==> src/rtl/uart_rx.sv <==
// UART receiver: 2-flop synchronizer, oversampling tick divider and
// start/data/stop FSM that captures LSB-first frames.
// Ports:
//   clk_wz          system clock, rising edge
//   i_reset         synchronous active-high reset
//   i_rx_data       asynchronous serial line, idle high
//   i_rx_clear      consumer acknowledge, clears ready/frame_err
//   o_rx_data       last correctly framed byte
//   o_rx_ready      unconsumed byte present
//   o_rx_done       one-cycle pulse per good frame
//   o_rx_frame_err  sticky: last frame had a low stop bit
module uart_rx #(
   parameter int CLK_FR      = 50000000,
   parameter int BAUD_RATE   = 9600,
   parameter int RX_DIV_SAMP = 16,
   parameter int DBIT        = 8,
   parameter int SB_TICK     = 16
) (
   input  logic            clk_wz,
   input  logic            i_reset,
   input  logic            i_rx_data,
   input  logic            i_rx_clear,
   output logic [DBIT-1:0] o_rx_data,
   output logic            o_rx_ready,
   output logic            o_rx_done,
   output logic            o_rx_frame_err
);

   localparam int DIV = CLK_FR / (BAUD_RATE * RX_DIV_SAMP);
   localparam int TW  = (DIV > 1) ? $clog2(DIV) : 1;
   localparam int NW  = (DBIT > 1) ? $clog2(DBIT) : 1;

   typedef enum logic [1:0] {
      IDLE,
      START,
      DATA,
      STOP
   } state_t;

   state_t          state_q, state_d;
   logic [TW-1:0]   tcnt_q, tcnt_d;
   logic [1:0]      sync_q;
   logic [3:0]      s_cnt_q, s_cnt_d;
   logic [NW-1:0]   n_q, n_d;
   logic [DBIT-1:0] b_q, b_d;
   logic [DBIT-1:0] data_q, data_d;
   logic            ready_q, ready_d;
   logic            done_q, done_d;
   logic            ferr_q, ferr_d;
   logic            tick;
   logic            rx_s;

   assign rx_s   = sync_q[1];
   assign tick   = (tcnt_q == TW'(DIV - 1));
   assign tcnt_d = tick ? '0 : tcnt_q + TW'(1);

   always_comb begin
      state_d = state_q;
      s_cnt_d = s_cnt_q;
      n_d     = n_q;
      b_d     = b_q;
      data_d  = data_q;
      done_d  = 1'b0;
      // Frame completion below overrides a same-cycle clear.
      ready_d = ready_q & ~i_rx_clear;
      ferr_d  = ferr_q & ~i_rx_clear;
      unique case (state_q)
         IDLE: begin
            if (!rx_s) begin
               state_d = START;
               s_cnt_d = '0;
            end
         end
         START: begin
            if (tick) begin
               if (s_cnt_q == 4'd7) begin
                  s_cnt_d = '0;
                  n_d     = '0;
                  // Mid-start re-check rejects glitches.
                  state_d = rx_s ? IDLE : DATA;
               end else begin
                  s_cnt_d = s_cnt_q + 4'd1;
               end
            end
         end
         DATA: begin
            if (tick) begin
               if (s_cnt_q == 4'd15) begin
                  s_cnt_d = '0;
                  b_d     = {rx_s, b_q[DBIT-1:1]};
                  if (n_q == NW'(DBIT - 1)) begin
                     state_d = STOP;
                  end else begin
                     n_d = n_q + NW'(1);
                  end
               end else begin
                  s_cnt_d = s_cnt_q + 4'd1;
               end
            end
         end
         STOP: begin
            if (tick) begin
               if (s_cnt_q == 4'(SB_TICK - 1)) begin
                  state_d = IDLE;
                  s_cnt_d = '0;
                  if (rx_s) begin
                     data_d  = b_q;
                     done_d  = 1'b1;
                     ready_d = 1'b1;
                     ferr_d  = 1'b0;
                  end else begin
                     ferr_d  = 1'b1;
                  end
               end else begin
                  s_cnt_d = s_cnt_q + 4'd1;
               end
            end
         end
         default: state_d = IDLE;
      endcase
   end

   always_ff @(posedge clk_wz) begin
      if (i_reset) begin
         state_q <= IDLE;
         tcnt_q  <= '0;
         sync_q  <= 2'b11;
         s_cnt_q <= '0;
         n_q     <= '0;
         b_q     <= '0;
         data_q  <= '0;
         ready_q <= 1'b0;
         done_q  <= 1'b0;
         ferr_q  <= 1'b0;
      end else begin
         state_q <= state_d;
         tcnt_q  <= tcnt_d;
         sync_q  <= {sync_q[0], i_rx_data};
         s_cnt_q <= s_cnt_d;
         n_q     <= n_d;
         b_q     <= b_d;
         data_q  <= data_d;
         ready_q <= ready_d;
         done_q  <= done_d;
         ferr_q  <= ferr_d;
      end
   end

   assign o_rx_data      = data_q;
   assign o_rx_ready     = ready_q;
   assign o_rx_done      = done_q;
   assign o_rx_frame_err = ferr_q;

endmodule

==> config.mk <==
export PLATFORM = sky130hd
export DESIGN_NAME = uart_rx
export DESIGN_NICKNAME = d
export VERILOG_FILES = /design/src/rtl/uart_rx.sv
export SDC_FILE = /design/constraint.sdc
export NUM_CORES = 1
export LEC_CHECK = 0
export BUFFER_PORTS_ARGS = -buffer_cell sky130_fd_sc_hd__buf_2
export CAP_MARGIN = 5
export CORE_MARGIN = 1
export CORE_UTILIZATION = 55
export CTS_CLUSTER_DIAMETER = 30
export CTS_CLUSTER_SIZE = 25
export DETAILED_ROUTE_END_ITERATION = 12
export MAX_ROUTING_LAYER = met4
export PLACE_DENSITY = 0.74
export REMOVE_ABC_BUFFERS = 1
export SETUP_SLACK_MARGIN = 0.3
export SYNTH_ARGS = -nofsm -noshare
export SYNTH_HDL_FRONTEND = slang
export SYNTH_SLANG_ARGS = --single-unit
==> constraint.sdc <==
create_clock -name clk_wz -period 3.6 [get_ports clk_wz]
set_input_delay 0.36 -clock clk_wz [delete_from_list [all_inputs] [get_ports clk_wz]]
set_output_delay 0.36 -clock clk_wz [all_outputs]
set_load 0.005 [all_outputs]
# Word-level counts from Yosys, hierarchy flattened
# Index checks and enable logic that the tools add are counted.
# W data, S select, Z words.
op_classes:
  addsub: 3
  n_mul: 0
  div: 0
  magnitude_cmp: 0
  n_eq_ne: 17
  shifts: 0
  muxes: 31
  bitwise_logic: 6
  n_reduce_logical: 10
op_table:
  columns: ["operator", "n"]
  rows:
  - ["$mux W4", 5]
  - ["$mux W2", 9]
  - ["$ne A2 B2 Y1 const B", 9]
  - ["$mux W3", 5]
  - ["$pmux W4 S3", 1]
  - ["$add A9 B1 Y9 const B", 1]
  - ["$eq A9 B9 Y1 const B", 1]
  - ["$mux W1", 9]
  - ["$pmux W2 S4", 1]
  - ["$reduce_and A8 Y1", 1]
  - ["$pmux W3 S2", 1]
  - ["$reduce_and A3 Y1", 2]
  - ["$reduce_and A6 Y1", 1]
  - ["$add A4 B1 Y4 const B", 1]
  - ["$eq A2 B2 Y1 const B", 2]
  - ["$eq A4 B3 Y1 const B", 1]
  - ["$eq A4 B4 Y1 const B", 1]
  - ["$not A1 Y1", 4]
  - ["$reduce_and A4 Y1", 1]
  - ["$reduce_or A2 Y1", 2]
  - ["$reduce_or A4 Y1", 1]
  - ["$add A3 B1 Y3 const B", 1]
  - ["$eq A3 B3 Y1 const B", 1]
  - ["$and A1 B1 Y1", 2]
  - ["4 further kinds", 4]
word_totals:
  ff_bits: 39
  latchBits: 0
  mem_bits_rw: 0
  mem_bits_ro: 0
  in_bits: 4
  output_inout_bits: 11
  wordCells: 77
  n_memories: 0

# Logic depth before layout (Yosys ltp)
logic_depth:
  depth_word: 6
  ltp_mapped: 7
  ltp_nobuf: 6

# Worst setup path after synthesis
# No wires, ideal clock.
synth_timing:
  kind: "reg-to-reg"
  startpoint: "reg n_q[0]"
  endpoint: "reg n_q[0]"
  setup_time_ns: 0.070
  arrival_time_ns: 1.800
  t_required_ns: 3.530
  setup_slack_ns: 1.730
  stages_incl_launch_ff: 7
  path_buffers: 0
  period_less_slack_ns: 1.870
  cell_sequence: "dfxtp_1 -> ha_1 -> ha_1 -> nor4bb_1 -> o2111ai_2 -> or4b_1 -> a21oi_1"
synth_between:
  elab_chain_cells: 5
  elab_cells_between_ends: 8
  classes_between: "add/sub: 1; eq/ne: 2; mux: 4; reduce/logical: 1"
synth_lines:
  columns: ["item", "line_no", "source"]
  rows:
  - ["start, declared", "44", "logic [NW-1:0] n_q, n_d;"]
  - ["start signal, assigned", "140", "n_q <= n_d;"]
  - ["$add A3 B1 Y3", "94", "n_d = n_q + NW'(1);"]
  - ["$mux W3", "91", "if (n_q == NW'(DBIT - 1)) begin"]
  - ["$mux W3", "88", "if (s_cnt_q == 4'd15) begin"]
  - ["$mux W3", "87", "if (tick) begin"]
  - ["$pmux W3 S2", "67", "unique case (state_q)"]
# Several ways; a longest one is shown, not always the timed one. The select of a mux whose other input is x is not followed.
# A chain may end at the register's enable or synchronous reset.

# Worst setup path after layout
# Ends and elaborated chain as after synthesis.

==> metrics.txt <==
cell family with most CP delay=simple AND/OR/NAND/NOR gates; clk_lat worst skew=between 0.3 and 0.4 ns; CP Max Fanout=4; Setup violations, final=0; Yosys reg bits=39; n_diodes=0; GPL Wtd Cong=0.799; Placed Cells=roughly 220; post-synthesis cell type count=38; worst min-delay path startpoint=i_rx_data; post-route cell area=around 1900 µm²; H-tree Lvls=2; synthesized area=1720 µm²; largest family of logic cells by synthesized area=simple AND/OR/NAND/NOR gates; adder-cell area share of the yosys netlist=~3.6%; Cell Rows=19; Setup CP Type=flop to flop; ys async rst share=0%; data arrival time of the worst path=2.35 ns; Leakage=0.746 nW; Slew HR=approximately 55%; DRC=0; total gr overflow=0; cts repair resizes=0; PD cells=378 nW/µm²; Synth Area in XOR/XNOR=between 3 and 4%; hold crit path type=input pin to flop; share of the synthesized area in the top cell type=between 40 and 50%; gr usage total=22.5%; sequential cell area fraction in the yosys report=45.5%; Avg WL per Cell=13.8 µm; setup TNS=0 ns; Post-DP HPWL=about 2.2 mm; commonest cells in the netlist=39 x dfxtp_1, 33 x nor2_1, 19 x mux2i_1; via count=1326; Fin. Hold Viols=0; outcome=finished clean; Setup crit end kind=flop; RSZ-0062 raised after global routing=no; Ports=15; mux cell area share after synthesis=roughly an eighth; Port Buf Inserts=14; Compound-Gate Fraction of Synth Area=6.49%; period utilization=57.3%; Iteration-0 DRC Markers=28; Req. time, crit path=3.89 ns; crit path buf inv count=0; yosys synthesis warning count=0; Critical-path top delay cell=or4b_1; R2R Path End=n_q[0]$_SDFFE_PP0P_; VDD IR-drop max=0.331 mV; Vias/cell=5.87; effective utilization at floorplan=60.1%; CTS tree=yes; Final #Nets=~200; Peak Freq=a little under 500 MHz; cell taking the most area after synthesis=dfxtp_1; count leader, synth=dfxtp_1; Tmin final=2.06 ns; CP Launch Type=flop; hold depth=2; layout cells sized above 1=about 16%; number of global-route vias before repair=1261; max incr delay on CP=0.53 ns; hold_buf cts=0; clock sinks=39; post-route ant nets=0; top_reg_cell synth=dfxtp_1; Core Util, Final=65.7%; 1st-pass router iterations=4; global-route wire length before repair=5.53 mm; Die X=57.8 µm; Placed Area=1810 µm²; max-cap violations=0; post-synthesis average cell area=9.53 µm²; post-CTS setup buffer count=0; CTS Root Cell=clkbuf_4; Clock transition at path regs=between 0.1 and 0.15 ns; Worst setup startpoint=n_q[0]$_SDFFE_PP0P_; register-to-register setup slack=1.54 ns; worst reg2reg path depth=6; initial antenna violation count=0; synth top area cells=dfxtp_1 46%, mux2i_1 11%, nor2_1 7.2%; CTS Buf Count=5; Final Non-Filler Cells=226; Worst Tran Pin Value=0.676 ns; Final Max Tran Viols=0; most frequent CP cell=ha_1; CORE AREA=approximately 2900 µm²; Max Buffers Root-to-Sink=2; die footprint=3350 µm²; final wirelength=3.12 mm; P&R area growth vs syn=9.19%; filler cell count=roughly 240; r2r startpoint=n_q[0]$_SDFFE_PP0P_; worst hold endpoint=sync_q[0]$_SDFF_PP1_; Post-Route Skew=approximately 0.012 ns; EDFF count, synth=0; Cell Chain, Critical Path=ha_1 > ha_1 > nor4bb_1 > o2111ai_2 > or4b_1 > a21oi_1; cell count after synthesis=180; largest net degree at the start of global routing=33; Post-Synth Simple-Gate Area=26.0%; Die Span Y=57.8 µm
[cells in the final DEF, fill, tap and decap left out, types with 2 or more instances in the layout]
master	n
dfxtp_1	39
nand4_1	5
a311oi_1	2
nor2b_1	3
nand3_1	6
nor2_1	33
ha_1	5
and3b_1	2
and4bb_2	2
clkbuf_4	5
a31oi_1	3
or2_2	4
a21oi_1	6
nand4bb_1	2
inv_1	5
xor2_1	6
buf_2	14
mux2i_1	19
or2_1	2
and3_1	3
and2_1	2
nand2_1	7
[worst register-to-register path: cells and delay by family (launching register included)]
kind                     cells  cell delay, ns
flip-flops                   1            0.35
adder cells (fa/ha/maj)      2            0.40
AO/OA/AOI/OAI                2            0.37
AND/OR/NAND/NOR              2            0.88
[state kept, by name, indices dropped and copies added, names as in the netlist, named ones only]
register / count
o_rx_data: 8
o_rx_done: 1
n_q: 3
state_q: 1
tcnt_q: 9
o_rx_ready: 1
sync_q: 2
o_rx_frame_err: 1
b_q: 8
s_cnt_q: 4
[layer usage]
metal	GRT usage (%)	wire, µm	vias up
li1	-	-	655
met1	26.7	1410	628
met2	35.8	1500	36
met3	6.03	146	7
met4	10.2	53	0
met5	-	0	-
[final cells by class]
cell class | count | area (µm²) | area share [%]
multi-input combinational | 128 | 890 | 47.5
sequential | 39 | 781 | 41.7
clock buffer | 6 | 51.3 | 2.74
inverter | 5 | 18.8 | 1.00
clock inverter | 2 | 16.3 | 0.868
timing repair buffer | 15 | 77.6 | 4.14
tap | 31 | 38.8 | 2.07
[worst max-delay path by stage]
stage,endpoint,slack (ns),cells after the start
after floorplan,o_rx_data[0]$_SDFFE_PP0P_,1.03,5
after global placement,n_q[0]$_SDFFE_PP0P_,1.67,6
after detailed placement,n_q[0]$_SDFFE_PP0P_,1.57,6
after CTS,n_q[0]$_SDFFE_PP0P_,1.53,6
after global routing,b_q[7]$_SDFFE_PP0P_,1.41,5
final,n_q[0]$_SDFFE_PP0P_,1.54,6
[cell families (layout without fill, tap and decap cells)]
family,count (synthesis),count (layout)
adder cells (fa/ha/maj),5,5
flip-flops,39,39
AND/OR/NAND/NOR,80,80
multiplexers,20,20
XOR/XNOR,7,7
buffers and inverters,13,28
AO/OA/AOI/OAI,16,16
[power by group]
group,leakage (nW),internal [mW],total (mW),switching (mW)
Sequential,0.315,0.436,0.443,0.00735
Combinational,0.397,0.00947,0.0242,0.0148
Clock,0.0345,0.0961,0.240,0.143
Total,0.746,0.542,0.707,0.166
[per-stage QoR]
stage	hold slack (ns)	power, mW	setup WS (ns)
final	0.176	0.707	1.54
after global routing	0.159	0.739	1.41
after CTS	0.171	0.715	1.53
after detailed placement	0.400	0.477	1.57
after global placement	0.395	0.476	1.67
after floorplan	0.389	0.466	1.03
Note: power is estimated with default switching activity, not from simulation.
